<file path="src/rtl/regfile_write_arbiter.sv">
// Write-port arbiter for the 16xW register file: in-order writeback (A) has priority,
// a multi-cycle unit (B) queues through a small FIFO with starvation protection.
module regfile_write_arbiter #(
    parameter int W          = 32,
    parameter int DEPTH      = 2,
    parameter int STARVE_MAX = 4
) (
    input  logic         clk,
    input  logic         reset,
    input  logic         a_valid,
    input  logic [3:0]   a_addr,
    input  logic [W-1:0] a_data,
    input  logic         b_valid,
    output logic         b_ready,
    input  logic [3:0]   b_addr,
    input  logic [W-1:0] b_data,
    output logic         stall_a,
    input  logic [3:0]   rd_addr0,
    input  logic [3:0]   rd_addr1,
    output logic         pending0,
    output logic         pending1,
    output logic         wr_en,
    output logic [3:0]   wr_addr,
    output logic [W-1:0] wr_data,
    output logic         err_r15
);

    localparam int PW = (DEPTH > 1) ? $clog2(DEPTH) : 1;
    localparam int CW = $clog2(DEPTH + 1);
    localparam int SW = $clog2(STARVE_MAX + 1);
    localparam logic [3:0] PC_REG = 4'hF;

    logic [3:0]    fifo_addr [DEPTH];
    logic [W-1:0]  fifo_data [DEPTH];
    logic [PW-1:0] rd_ptr;
    logic [PW-1:0] wr_ptr;
    logic [CW-1:0] count;
    logic [SW-1:0] starve_cnt;

    logic          fifo_empty;
    logic          fifo_full;
    logic          push;
    logic          pop;
    logic          sel_req;
    logic          sel_r15;
    logic          sel_wr;
    logic [3:0]    sel_addr;
    logic [W-1:0]  sel_data;

    assign fifo_empty = (count == '0);
    assign fifo_full  = (count == CW'(DEPTH));
    assign b_ready    = ~fifo_full;
    assign push       = b_valid & ~fifo_full;
    // A always wins the port; the FIFO head only drains on cycles A is idle.
    assign pop        = ~a_valid & ~fifo_empty;
    assign stall_a    = (starve_cnt == SW'(STARVE_MAX));

    always_comb begin
        sel_req  = a_valid | ~fifo_empty;
        sel_addr = a_valid ? a_addr : fifo_addr[rd_ptr];
        sel_data = a_valid ? a_data : fifo_data[rd_ptr];
        sel_r15  = sel_req & (sel_addr == PC_REG);
        sel_wr   = sel_req & ~sel_r15;
    end

    // FIFO storage carries no reset; liveness is defined by rd_ptr/count alone.
    always_ff @(posedge clk) begin
        if (push) begin
            fifo_addr[wr_ptr] <= b_addr;
            fifo_data[wr_ptr] <= b_data;
        end
    end

    always_ff @(posedge clk or posedge reset) begin
        if (reset) begin
            rd_ptr     <= '0;
            wr_ptr     <= '0;
            count      <= '0;
            starve_cnt <= '0;
        end else begin
            if (push) wr_ptr <= wr_ptr + PW'(1);
            if (pop)  rd_ptr <= rd_ptr + PW'(1);
            count <= count + CW'(push) - CW'(pop);
            if (fifo_empty || pop)
                starve_cnt <= '0;
            else if (starve_cnt != SW'(STARVE_MAX))
                starve_cnt <= starve_cnt + SW'(1);
        end
    end

    // Register-file write stage; wr_addr/wr_data hold on idle and R15 slots.
    always_ff @(posedge clk or posedge reset) begin
        if (reset) begin
            wr_en   <= 1'b0;
            wr_addr <= '0;
            wr_data <= '0;
            err_r15 <= 1'b0;
        end else begin
            wr_en <= sel_wr;
            if (sel_wr) begin
                wr_addr <= sel_addr;
                wr_data <= sel_data;
            end
            if (sel_r15) err_r15 <= 1'b1;
        end
    end

    always_comb begin
        logic [PW-1:0] off;
        off      = '0;
        pending0 = wr_en && (wr_addr == rd_addr0);
        pending1 = wr_en && (wr_addr == rd_addr1);
        for (int i = 0; i < DEPTH; i++) begin
            off = PW'(i) - rd_ptr;
            if (CW'(off) < count) begin
                if (fifo_addr[i] == rd_addr0) pending0 = 1'b1;
                if (fifo_addr[i] == rd_addr1) pending1 = 1'b1;
            end
        end
    end

endmodule

</file>
<file path="config.mk">
export PLATFORM = sky130hd
export DESIGN_NAME = regfile_write_arbiter
export DESIGN_NICKNAME = d
export VERILOG_FILES = /design/src/rtl/regfile_write_arbiter.sv
export SDC_FILE = /design/constraint.sdc
export NUM_CORES = 1
export LEC_CHECK = 0
export BUFFER_PORTS_ARGS = -buffer_cell sky130_fd_sc_hd__buf_2
export CORE_ASPECT_RATIO = 0.75
export CORE_MARGIN = 2
export CORE_UTILIZATION = 40
export DETAILED_ROUTE_END_ITERATION = 6
export PLACE_DENSITY = 0.7
export SYNTH_ARGS = -nofsm -noshare
export SYNTH_HDL_FRONTEND = slang
export SYNTH_SLANG_ARGS = --single-unit
</file>
<file path="constraint.sdc">
create_clock -name clk -period 6.1 [get_ports clk]
set_input_delay 0.915 -clock clk [delete_from_list [all_inputs] [get_ports clk]]
set_output_delay 0.915 -clock clk [all_outputs]
set_load 0.05 [all_outputs]
</file>
# Word level (Yosys, flattened, before mapping)
# Memories as Yosys holds them, arrays and structs flattened.
# Cells that the tools add are included.
# W data, S select, Z words.
# totals
output_inout_bits	42
romBits	0
mem_bits_rw	72
n_memories	2
inputBits	84
latchBits	0
ff_bits	45
# memory_table
name	depth	width	rd	rd_clocked_by_memory_dff	wr	line	source
fifo_data	2	32	1	0	1	34	logic [W-1:0] fifo_data [DEPTH];
fifo_addr	2	4	3	0	1	33	logic [3:0] fifo_addr [DEPTH];
# op_classes
eq_ne	10
n_bitwise	9
reduce_logical	5
multipliers	0
n_div	0
muxes	14
n_addsub	7
magnitude_cmp	2
n_shift	0
# op_table
op	n
$mux W32	1
$eq A4 B4 Y1	6
$mux W1	10
$mux W3	2
$and A1 B1 Y1	4
$eq A4 B4 Y1 const B	1
$lt A1 B2 Y1	2
$mux W4	1
$not A1 Y1	4
$add A3 B1 Y3 const B	1
$eq A3 B3 Y1 const B	1
$ne A3 B3 Y1 const B	1
$add A1 B1 Y1 const B	2
$add A2 B1 Y2	1
$eq A2 B2 Y1 const B	1
$logic_and A1 B1 Y1	2
$logic_not A2 Y1	1
$reduce_bool A2 Y1	1
$sub A1 B1 Y1 const A	2
$sub A2 B1 Y2	1
$logic_or A1 B1 Y1	1
$or A1 B1 Y1	1

# Depth between registers and ports, before layout
# Gate-level depths: netlist of run 1.
# logic_depth
word_depth	6
ltp_mapped	9
depth_no_buf	7

# Worst setup path after synthesis of run 1
# Ideal clock, no wire load.
# synth_path
path_type	register -> register
from	reg count[0]
to	mem fifo_addr[0][0], enable pin
n_path_buf	0
arrival_ns	2.628
setup_time_ns	0.429
period_less_slack_ns	3.057
slack_ns	3.043
stages_incl_launch_ff	4
path_cell_list	dfrtp_1 > nand2b_1 > nand2_1 > nor2_1
# synth_via
elab_chain_cells	5
# synth_rtl
element	line	source
start: declaration	37	logic [CW-1:0] count;
start signal: assignment	83	count <= count + CW'(push) - CW'(pop);
$eq A2 B2 Y1	51	assign fifo_full = (count == CW'(DEPTH));
$not A1 Y1	n/a	
via b_ready	14	output logic b_ready,
$and A1 B1 Y1	53	assign push = b_valid & ~fifo_full;
$mux W1	68	if (push) begin
$mux W1 (not written as such)	69	fifo_addr[wr_ptr] <= b_addr;
end: declaration	33	
# The timed path passes the listed nets, and every way through them passes these cells.

# Worst setup path in the final report of run 1
# layout_path
from	reg rd_ptr
to	out pending0
# layout_via
elab_chain_cells	5
word_cells_on_any_way	7
classes_between	add/sub: 2; order compare: 2; mux: 3
# layout_rtl
element	line	source
start: declaration	35	logic [PW-1:0] rd_ptr;
start signal: assignment	82	if (pop) rd_ptr <= rd_ptr + PW'(1);
$sub A1 B1 Y1	114	off = PW'(i) - rd_ptr;
$lt A1 B2 Y1	115	if (CW'(off) < count) begin
$mux W1	115	
$mux W1	116	if (fifo_addr[i] == rd_addr0) pending0 = 1'b1;
$mux W1 *	115	
end: declaration	20	output logic pending0,
# Every way passes the cells marked *; elsewhere a longest branch is shown, timed or not.

==> results of run 1 <==
==> power groups by stage <==
stage,Combinational (mW),Sequential [mW],Clock [mW]
after floorplan,0.506,1.58,0
after global placement,1.12,1.23,0
after detailed placement,1.15,1.24,0
after CTS,1.15,1.23,1.01
after global routing,1.22,1.25,1.04
final,1.13,1.23,0.991
==> layout by cell type (no fill, tap or decap), types with 2 or more instances in the layout <==
cell        instances
o21ai_0            33
buf_2             125
ha_1                4
inv_1               5
clkbuf_1            2
nand4_1             3
o21ai_2             3
bufinv_16           2
clkbuf_8            4
clkbuf_16          18
edfxtp_1           72
nand2_1            41
a21oi_1             3
xor2_1             10
o211ai_1            2
mux2_2              7
clkinvlp_4          2
clkinv_2            4
nor2_1              5
xnor2_1            19
nor3_1              6
mux2_1             28
mux2i_1            36
dfrtp_1            44
nand3_1             4
buf_4               3
==> worst max-delay path, delay by kind of cell, from the launching register on <==
family	cells	cell delay, ns
flip-flops	1	0.33
AND/OR/NAND/NOR	2	0.37
AO/OA/AOI/OAI	2	0.34
buffers and inverters	2	0.83
==> flip-flops by register name (all words and copies together), names as in the netlist <==
register and count:
err_r15 1, wr_addr 4, starve_cnt 3, fifo_data 64, rd_ptr 1, count 2
wr_en 1, wr_ptr 1, fifo_addr 8, wr_data 32
==> metal layers <==
metal  vias up  share of wire, %  global-route usage [%]
met4         2               1.1                    7.28
li1       1531                 -                       -
met3        17               8.2                    6.54
met2       120                45                    25.1
met5         -              0.13                       0
met1      1511                46                    20.7
==> worst paths after layout <==
path	start	to	slack [ns]	cells past startpoint
max in group asynchronous	reset	rd_ptr	4.72	2
min reg2reg	err_r15	err_r15	0.47	1
min in group asynchronous	reset	wr_data[5]	0.72	2
max	rd_ptr	pending0	2.90	6
max reg2reg	rd_ptr	wr_data[24]	3.15	6
min	err_r15	err_r15	0.47	1
==> area by class of cell <==
class / count / area [um2] / share of cell area, %
clock buffer: 24 / 513 / 8.05
clock inverter: 8 / 95.1 / 1.49
inverter: 6 / 22.5 / 0.353
multi-input combinational: 211 / 1600 / 25.0
sequential: 117 / 3290 / 51.6
tap: 166 / 208 / 3.26
timing repair buffer: 128 / 648 / 10.2
==> kinds of logic (layout without fill, tap and decap cells) <==
family | count (synthesis) | count (layout) | share of synthesized area [%]
simple gates | 62 | 62 | 5.18
mux | 71 | 71 | 15.2
buf+inv | 21 | 166 | 1.96
xor+xnor | 29 | 29 | 5.11
compound gates | 45 | 45 | 5.44
fa+ha+maj | 4 | 4 | 1.01
flops | 117 | 117 | 66.1
==> impl_metrics.py, run 1 <==
metrics = {
    "outcome": {
        "status": "finished, final reports clean",
    },
    "placement": {
        "pre_cts_ws_ns": 2.61,
        "dp_hpwl_um": 7140,
        "dpl.cell_count": 628,
        "numPortBuffers": 125,
        "gp_congestion": 0.882,
        "place_area_um2": 5760,
    },
    "sta": {
        "worst_pin_slew_ns": 1.13,
        "fmax_mhz": 312,
        "fin_worst_skew_ns": 0.00835,
        "setup_tns_ns": 0,
        "hold_violations": 0,
        "worst_slew_margin_rel_pct": 24.2,
        "rsz0062_at_grt": "false",
        "fin_hold_ws_ns": 0.471,
        "timing.final.crit_share_pct": 52.5,
        "setup_viol": 0,
        "fin_ws_ns": 2.90,
        "maxSlewViolCount": 0,
        "fin_crit_ns": 3.20,
    },
    "power_and_ir_drop": {
        "ir_drop_v": 0.000286,
        "swShare_pct": 37.0,
        "power.total_mw": 3.35,
        "combPwrFrac_pct": 33.8,
        "powerDensity_nw_per_um2": 526,
        "total_leakage_power_nw": 2.71,
        "sequentialPowerShare_pct": 36.7,
        "pwr-share-clk_pct": 29.6,
        "p_int_mw": 2.11,
        "switching_power_mw": 1.24,
    },
    "synthesis": {
        "synthDistinctLibCells": 28,
        "ys_seq_elements": 117,
        "yosysWarningCount": 0,
        "yosysTopAreaCell": "edfxtp_1",
        "synthTopCellsByArea": "edfxtp_1 43%, dfrtp_1 23%, mux2i_1 7.2%, mux2_1 6.3%, xnor2_1 3.3%",
        "synth_edf_count": 72,
        "avgSynthCellArea_um2": 14.2,
        "synth_top_area_share_pct": 43.5,
        "yosys-top-cells-count": "72 x edfxtp_1, 45 x dfrtp_1, 41 x nand2_1",
        "syn_area_um2": 4970,
        "synthFlopType": "edfxtp_1",
        "synthMostInstantiatedCell": "edfxtp_1",
        "synthArstFlopShare_pct": 38.5,
        "syn_nets": 437,
        "seq_area_frac_synth_pct": 66.1,
        "syn_inst": 349,
    },
    "drt": {
        "drt-total-wl_um": 10400,
        "avgViaCountPerCell": 4.82,
        "antenna_left": 0,
        "drc": 0,
        "num_vias": 3181,
        "routedWlPerCell_um": 15.7,
        "first_pass_iters": 4,
        "drt_iter0_drc": 127,
    },
    "worst_setup_path": {
        "cp-end-kind": "output pin",
        "worstPathMaxFanout": 38,
        "setup.worst_path.class": "register to output pin",
        "worst_path_largest_cell_delay_ns": 0.54,
        "slowest_stage": "buf_4",
        "start_kind": "register",
        "worstPathRequired_ns": 5.18,
        "crit_arrival_ns": 2.29,
        "path_cells": "buf_4, a21oi_1, nor3_1, nand3_1, o211ai_1, buf_2",
    },
    "floorplan": {
        "core_area_um2": 12200,
        "dieArea_um2": 13300,
        "rows": 35,
        "ioPinCount": 126,
        "start_util_pct": 40.7,
        "die_x_um": 133,
        "die_height_um": 101,
    },
    "clock_tree": {
        "cts-htree-levels": 4,
        "cts_root_buf": "clkbuf_16",
        "cts_setup_buffers": 0,
        "cts_inserted_buffers": 17,
        "cts_sinks": 117,
        "cts_tree": "built",
        "hold_buffers": 0,
        "insertion_delay_ns": 0.40,
        "clockBufferDepth": 2,
        "clkTransAtPathRegs_ns": 0.05,
        "cts_resized": 0,
    },
    "global_route": {
        "antenna_found_initial": 1,
        "grt_max_degree": 76,
        "grt_pass1_vias": 3304,
        "grt_pass1_wl_um": 16600,
        "grt.total_usage_pct": 16.4,
        "grt_remaining_overflow": 0,
    },
    "finish": {
        "drive_above_1_share_pct": 35.0,
        "fin_area_um2": 6370,
        "antenna_cells": 0,
        "fillers": 1054,
        "fin_util_pct": 52.1,
        "nets": 569,
        "finalNonFillerCells": 660,
        "area_growth_syn_to_layout_pct": 28.1,
    },
    "min_path": {
        "hp-class": "register to register",
    },
    "job": {
        "cap_viol_max_count": 0,
    },
}
Power figures use the tool's default switching activity.
==> inputs of run 2 (changes only) <==
- ABC_AREA: default -> 1
- PLACE_DENSITY: 0.7 -> 0.72
- clock period: 6.1 -> 2.9 ns (I/O delays scaled with it)
==> run 2 against run 1 <==
Combinational power increased to 2.5 times the previous value; flip-flop and latch count unchanged; final cell count up 22%; clock skew is 0.0059 ns higher; non-clock buffer count is 6 higher; cell area rose by 2.0%; first-iteration DRC count increased by 120%; total power grew 130%; area after synthesis is 3.7% higher; via count up 28%; largest power group is now combinational logic; die area up 3.5%; global-route usage grew 3.3 points.
==> impl_metrics.py, run 2 <==
metrics = {
    "floorplan": {
        "die_height_um": 102,
        "ioPinCount": 126,
        "core_area_um2": 12400,
        "dieArea_um2": 13800,
        "start_util_pct": 41.4,
        "rows": 35,
        "die_x_um": 135,
    },
    "synthesis": {
        "avgSynthCellArea_um2": 10.4,
        "synthDistinctLibCells": 31,
        "yosysTopAreaCell": "edfxtp_1",
        "synthMostInstantiatedCell": "nand2_1",
        "synth_top_area_share_pct": 41.9,
        "synthArstFlopShare_pct": 38.5,
        "syn_nets": 586,
        "synth_edf_count": 72,
        "yosysWarningCount": 0,
        "synthTopCellsByArea": "edfxtp_1 42%, dfrtp_1 22%, nand2_1 11%, a31oi_1 4.0%, nand3_1 3.4%",
        "ys_seq_elements": 117,
        "seq_area_frac_synth_pct": 63.8,
        "syn_area_um2": 5150,
        "synthFlopType": "edfxtp_1",
        "syn_inst": 498,
        "yosys-top-cells-count": "156 x nand2_1, 72 x edfxtp_1, 45 x dfrtp_1, 45 x nor2_1, 35 x nand3_1",
    },
    "finish": {
        "top_regs": "fifo_data (64), wr_data (32), fifo_addr (8)",
        "fillers": 1125,
        "area_growth_syn_to_layout_pct": 26.1,
        "final_common_cell": "nand2_1",
        "largest-register": "fifo_data",
        "nets": 715,
        "most-common-layout-cells": "156 x nand2_1, 125 x buf_2, 72 x edfxtp_1",
        "multi_input_area_um2": 1650,
        "fin_area_um2": 6500,
        "regArea_um2": 3290,
        "largest_register_ffs": 64,
        "drive_above_1_share_pct": 29.5,
    },
    "sta": {
        "fmax_mhz": 406,
        "worst_slew_margin_rel_pct": 36.5,
        "timing.final.crit_share_pct": 85.0,
        "fin_worst_skew_ns": 0.0143,
        "rsz0062_at_grt": "false",
        "worst_pin_slew_ns": 0.951,
        "setup_tns_ns": 0,
        "fin_crit_ns": 2.46,
        "fin_ws_ns": 0.436,
        "hold_violations": 0,
        "setup_viol": 0,
        "maxSlewViolCount": 0,
    },
    "drt": {
        "routedWlPerCell_um": 15.8,
        "wl_met1_um": 5710,
        "wl_met2_um": 5920,
        "num_vias": 4077,
        "met3_length_um": 1030,
        "drt_iter0_drc": 278,
        "antenna_left": 0,
        "drt-total-wl_um": 12800,
        "top_layer_used": "met5",
        "avgViaCountPerCell": 5.05,
        "first_pass_iters": 5,
        "drc": 0,
    },
    "worst_setup_path": {
        "setup.worst_path.start": "rd_ptr",
        "r2r_start": "rd_ptr",
        "regToRegSetupSlack_ns": 0.53,
        "worstPathRequired_ns": 2.47,
        "worstPathMaxFanout": 14,
        "cp-end-kind": "output pin",
        "crit_arrival_ns": 2.03,
        "rr_worst_depth": 9,
        "reg2reg_to": "wr_addr[3]",
        "setup.worst_path.class": "register to output pin",
        "start_kind": "register",
        "endpoint": "pending1",
    },
    "clock_tree": {
        "clockBufferDepth": 2,
        "clkTransAtPathRegs_ns": 0.05,
        "cts_sinks": 117,
        "insertion_delay_ns": 0.41,
        "hold_buffers": 0,
        "cts_resized": 0,
        "cts-htree-levels": 4,
        "cts_inserted_buffers": 17,
        "cts_root_buf": "clkbuf_16",
        "cts_setup_buffers": 0,
        "cts_tree": "built",
    },
    "placement": {
        "place_area_um2": 5930,
        "dp_hpwl_um": 8900,
        "numPortBuffers": 125,
        "pre_cts_ws_ns": 0.517,
        "gp_congestion": 0.955,
    },
    "power_and_ir_drop": {
        "swShare_pct": 42.7,
        "p_int_mw": 4.33,
        "powerDensity_nw_per_um2": 1160,
        "total_leakage_power_nw": 2.94,
        "power.total_mw": 7.56,
        "switching_power_mw": 3.23,
        "combPwrFrac_pct": 38.0,
        "ir_drop_v": 0.000606,
        "sequentialPowerShare_pct": 35.6,
        "pwr-share-clk_pct": 26.3,
    },
    "global_route": {
        "grt_pass1_vias": 4029,
        "grt_pass1_wl_um": 20600,
        "grt.total_usage_pct": 19.7,
        "grt_max_degree": 52,
        "antenna_found_initial": 2,
        "grt_remaining_overflow": 0,
    },
    "min_path": {
        "hp-class": "input pin to register",
    },
    "outcome": {
        "status": "finished, final reports clean",
    },
    "job": {
        "cap_viol_max_count": 0,
    },
}
==> run 2: per-layer routing <==
layer | vias to the layer above | track usage, %
met5 | - | 0
met4 | 2 | 6.01
met3 | 16 | 6.80
met2 | 168 | 31.4
met1 | 1949 | 25.8
li1 | 1942 | -
==> run 2: through the flow <==
stage / hold slack, ns / cells / utilization (%)
after floorplan: 0.460 / 498 / -
after global placement: 0.452 / 774 / 47.7
after detailed placement: 0.456 / 774 / 47.7
after CTS: 0.199 / 806 / 52.2
after global routing: 0.197 / 806 / 52.2
final: 0.215 / 807 / 52.3
==> run 2: kinds of logic after synthesis <==
group,share of synthesized area [%]
AOI/OAI and AO/OA,5.87
xor gates and xnor gates,3.23
adders and majority gates,0.971
buffers and inverters,4.56
DFF,63.8
and+or+nand+nor,21.6
==> run 2: how the worst min path moves through the flow <==
| stage | start | endpoint | slack [ns] | cells after the start |
|---|---|---|---|---|
| floorplan | starve_cnt[2] | starve_cnt[2] | 0.46 | 1 |
| global placement | wr_data[28] | wr_data[28] | 0.45 | 2 |
| detailed placement | wr_data[17] | wr_data[17] | 0.46 | 2 |
| CTS | b_data[1] | fifo_data[0][1] | 0.20 | 1 |
| global route | b_data[14] | fifo_data[0][14] | 0.20 | 1 |
| finish | b_data[26] | fifo_data[1][26] | 0.21 | 1 |
==> run 2: power by group through the flow <==
stage	clock network, mW	registers [mW]	logic [mW]
floorplan	0	3.56	1.24
global placement	0	2.69	2.82
detailed placement	0	2.71	2.90
CTS	2.02	2.69	2.91
global route	2.10	2.75	3.15
finish	1.99	2.69	2.88
==> run 2: area by class of cell <==
| class | instances | share of cell area, % |
|---|---|---|
| Antenna cell | 1 | 0.0385 |
| Clock buffer | 18 | 6.60 |
| Clock inverter | 14 | 2.12 |
| Inverter | 25 | 1.44 |
| Multi-Input combinational cell | 332 | 25.3 |
| Sequential cell | 117 | 50.6 |
| Tap cell | 166 | 3.20 |
| Timing Repair Buffer | 134 | 10.7 |
==> run 2: critical path, cell delays in order, from the launching register on <==
cell and delay [ns]:
dfrtp_1 0.62, inv_2 0.22, a21oi_1 0.30, nor2_1 0.08
nand3_1 0.09, nand3_1 0.09, buf_2 0.22
==> inputs of run 3 (changes only) <==
- clock period: 2.9 -> 2.05 ns (I/O delays scaled with it)
==> run 3 against run 2 <==
Count of clock-buffer cells in the layout up 1; clock power up 49%; combinational power up 44%; via count shrank 3.3%; largest power group unchanged; critical path type unchanged.
==> impl_metrics.py, run 3 (same netlist as run 2, synthesis figures left out) <==
metrics = {
    "job": {
        "cap_viol_max_count": 0,
    },
    "clock_tree": {
        "cts_sinks": 117,
        "cts-htree-levels": 4,
        "cts_inserted_buffers": 17,
        "clkTransAtPathRegs_ns": 0.06,
        "cts_tree": "built",
        "cts_root_buf": "clkbuf_16",
        "insertion_delay_ns": 0.41,
        "clockBufferDepth": 2,
    },
    "power_and_ir_drop": {
        "powerDensity_nw_per_um2": 1640,
        "total_leakage_power_nw": 3.00,
        "swShare_pct": 41.6,
        "combPwrFrac_pct": 38.1,
        "ir_drop_v": 0.00121,
        "p_int_mw": 6.36,
        "switching_power_mw": 4.53,
        "sequentialPowerShare_pct": 34.8,
        "pwr-share-clk_pct": 27.2,
    },
    "floorplan": {
        "start_util_pct": 41.4,
        "dieArea_um2": 13800,
        "core_area_um2": 12400,
        "rows": 35,
        "die_x_um": 135,
        "ioPinCount": 126,
        "die_height_um": 102,
    },
    "drt": {
        "num_vias": 3941,
        "avgViaCountPerCell": 4.83,
        "first_pass_iters": 5,
        "top_layer_used": "met5",
        "drc": 0,
        "wl_met1_um": 5730,
        "met3_length_um": 842,
        "drt_iter0_drc": 215,
        "antenna_left": 0,
        "wl_met2_um": 5740,
        "drt-total-wl_um": 12400,
        "routedWlPerCell_um": 15.2,
    },
    "global_route": {
        "grt_pass1_wl_um": 19500,
        "grt_max_degree": 40,
        "grt_pass1_vias": 3850,
        "grt_remaining_overflow": 0,
        "grt.total_usage_pct": 18.9,
        "antenna_found_initial": 2,
    },
    "finish": {
        "most-common-layout-cells": "156 x nand2_1, 123 x buf_2, 72 x edfxtp_1",
        "fillers": 1131,
        "drive_above_1_share_pct": 30.7,
        "multi_input_area_um2": 1660,
        "final_common_cell": "nand2_1",
        "top_regs": "fifo_data (64), wr_data (32), fifo_addr (8)",
        "nets": 724,
        "largest-register": "fifo_data",
        "largest_register_ffs": 64,
        "fin_area_um2": 6630,
        "area_growth_syn_to_layout_pct": 28.6,
        "fin_util_pct": 53.3,
        "regArea_um2": 3290,
    },
    "worst_setup_path": {
        "cp-end-kind": "output pin",
        "crit_arrival_ns": 1.66,
        "worst_path_largest_cell_delay_ns": 0.42,
        "path_cells": "or2_2, a21oi_1, nand3_1, nand3_1, buf_6",
        "path_common_cell": "nand3_1",
        "worstPathRequired_ns": 1.74,
        "slowest_stage": "edfxtp_1",
        "worstPathMaxFanout": 4,
        "start_kind": "register",
        "setup.worst_path.class": "register to output pin",
    },
    "placement": {
        "numPortBuffers": 125,
        "dp_hpwl_um": 8790,
        "gp_congestion": 0.830,
        "place_area_um2": 5970,
    },
    "sta": {
        "hold_violations": 0,
        "timing.final.crit_share_pct": 96.1,
        "maxSlewViolCount": 0,
        "worst_pin_slew_ns": 0.406,
        "worst_slew_margin_rel_pct": 72.9,
        "fmax_mhz": 508,
        "setup_viol": 0,
        "fin_worst_skew_ns": 0.00497,
        "fin_crit_ns": 1.97,
    },
    "outcome": {
        "status": "finished, final reports clean",
    },
    "min_path": {
        "hp-class": "input pin to register",
    },
}
run 3: final cells by class:
type                       instances  area share, %
sequential                       117           49.6
multi-input combinational        332           25.0
timing repair buffer             143           11.8
clock buffer                      19           6.68
tap                              166           3.13
clock inverter                    13           2.36
inverter                          25           1.45
antenna                            1         0.0377
run 3: per-layer routing:
layer | GRT usage [%] | up-vias
li1 | - | 1962
met3 | 5.85 | 11
met1 | 24.8 | 1841
met5 | 0 | -
met2 | 30.5 | 125
met4 | 5.85 | 2
run 3: stage by stage:
step | hold slack (ns) | setup TNS [ns] | total power, mW | std cells | setup slack [ns]
after floorplan | 0.406 | -25.71 | 6.79 | 498 | -0.363
after global placement | 0.309 | 0 | 7.82 | 780 | 0.331
after detailed placement | 0.309 | 0 | 7.93 | 780 | 0.232
after CTS | 0.0699 | 0 | 10.9 | 814 | 0.00957
after global routing | 0.0665 | -0.0127 | 11.5 | 815 | -0.0126
final | 0.0857 | 0 | 10.9 | 816 | 0.0806
run 3: worst max-delay path, delay by kind of cell (launching register included):
family,cells,cell delay [ns]
AND/OR/NAND/NOR,3,0.52
buffers and inverters,1,0.17
flip-flops,1,0.42
AO/OA/AOI/OAI,1,0.14
run 3: final timing paths:
path,from,cells past startpoint,slack [ns],to
worst max-delay path,fifo_addr[0][3],5,0.08,pending0
min in group asynchronous,reset,3,0.42,wr_data[12]
worst max register to register,rd_ptr,9,0.30,wr_data[17]
worst min register to register,wr_data[4],2,0.47,wr_data[4]
worst min-delay path,b_data[29],1,0.09,fifo_data[0][29]
max in group asynchronous,reset,4,1.08,wr_data[25]
run 3: what timing repair did:
item                                    in CTS  in global routing
pin swaps                                    0                  1
endpoints found under the hold margin       14                  0
buffers inserted                             1                  1
hold buffers                                 1                  0
resized for setup                            4                  5
endpoints found under the setup margin       2                  3
run 3: power groups by stage:
stage               clock network (mW)  registers (mW)  logic (mW)
finish                            2.96            3.79        4.15
CTS                               3.01            3.78        4.15
floorplan                            0            5.03        1.76
global route                      3.14            3.86        4.51
detailed placement                   0            3.81        4.12
global placement                     0            3.79        4.03
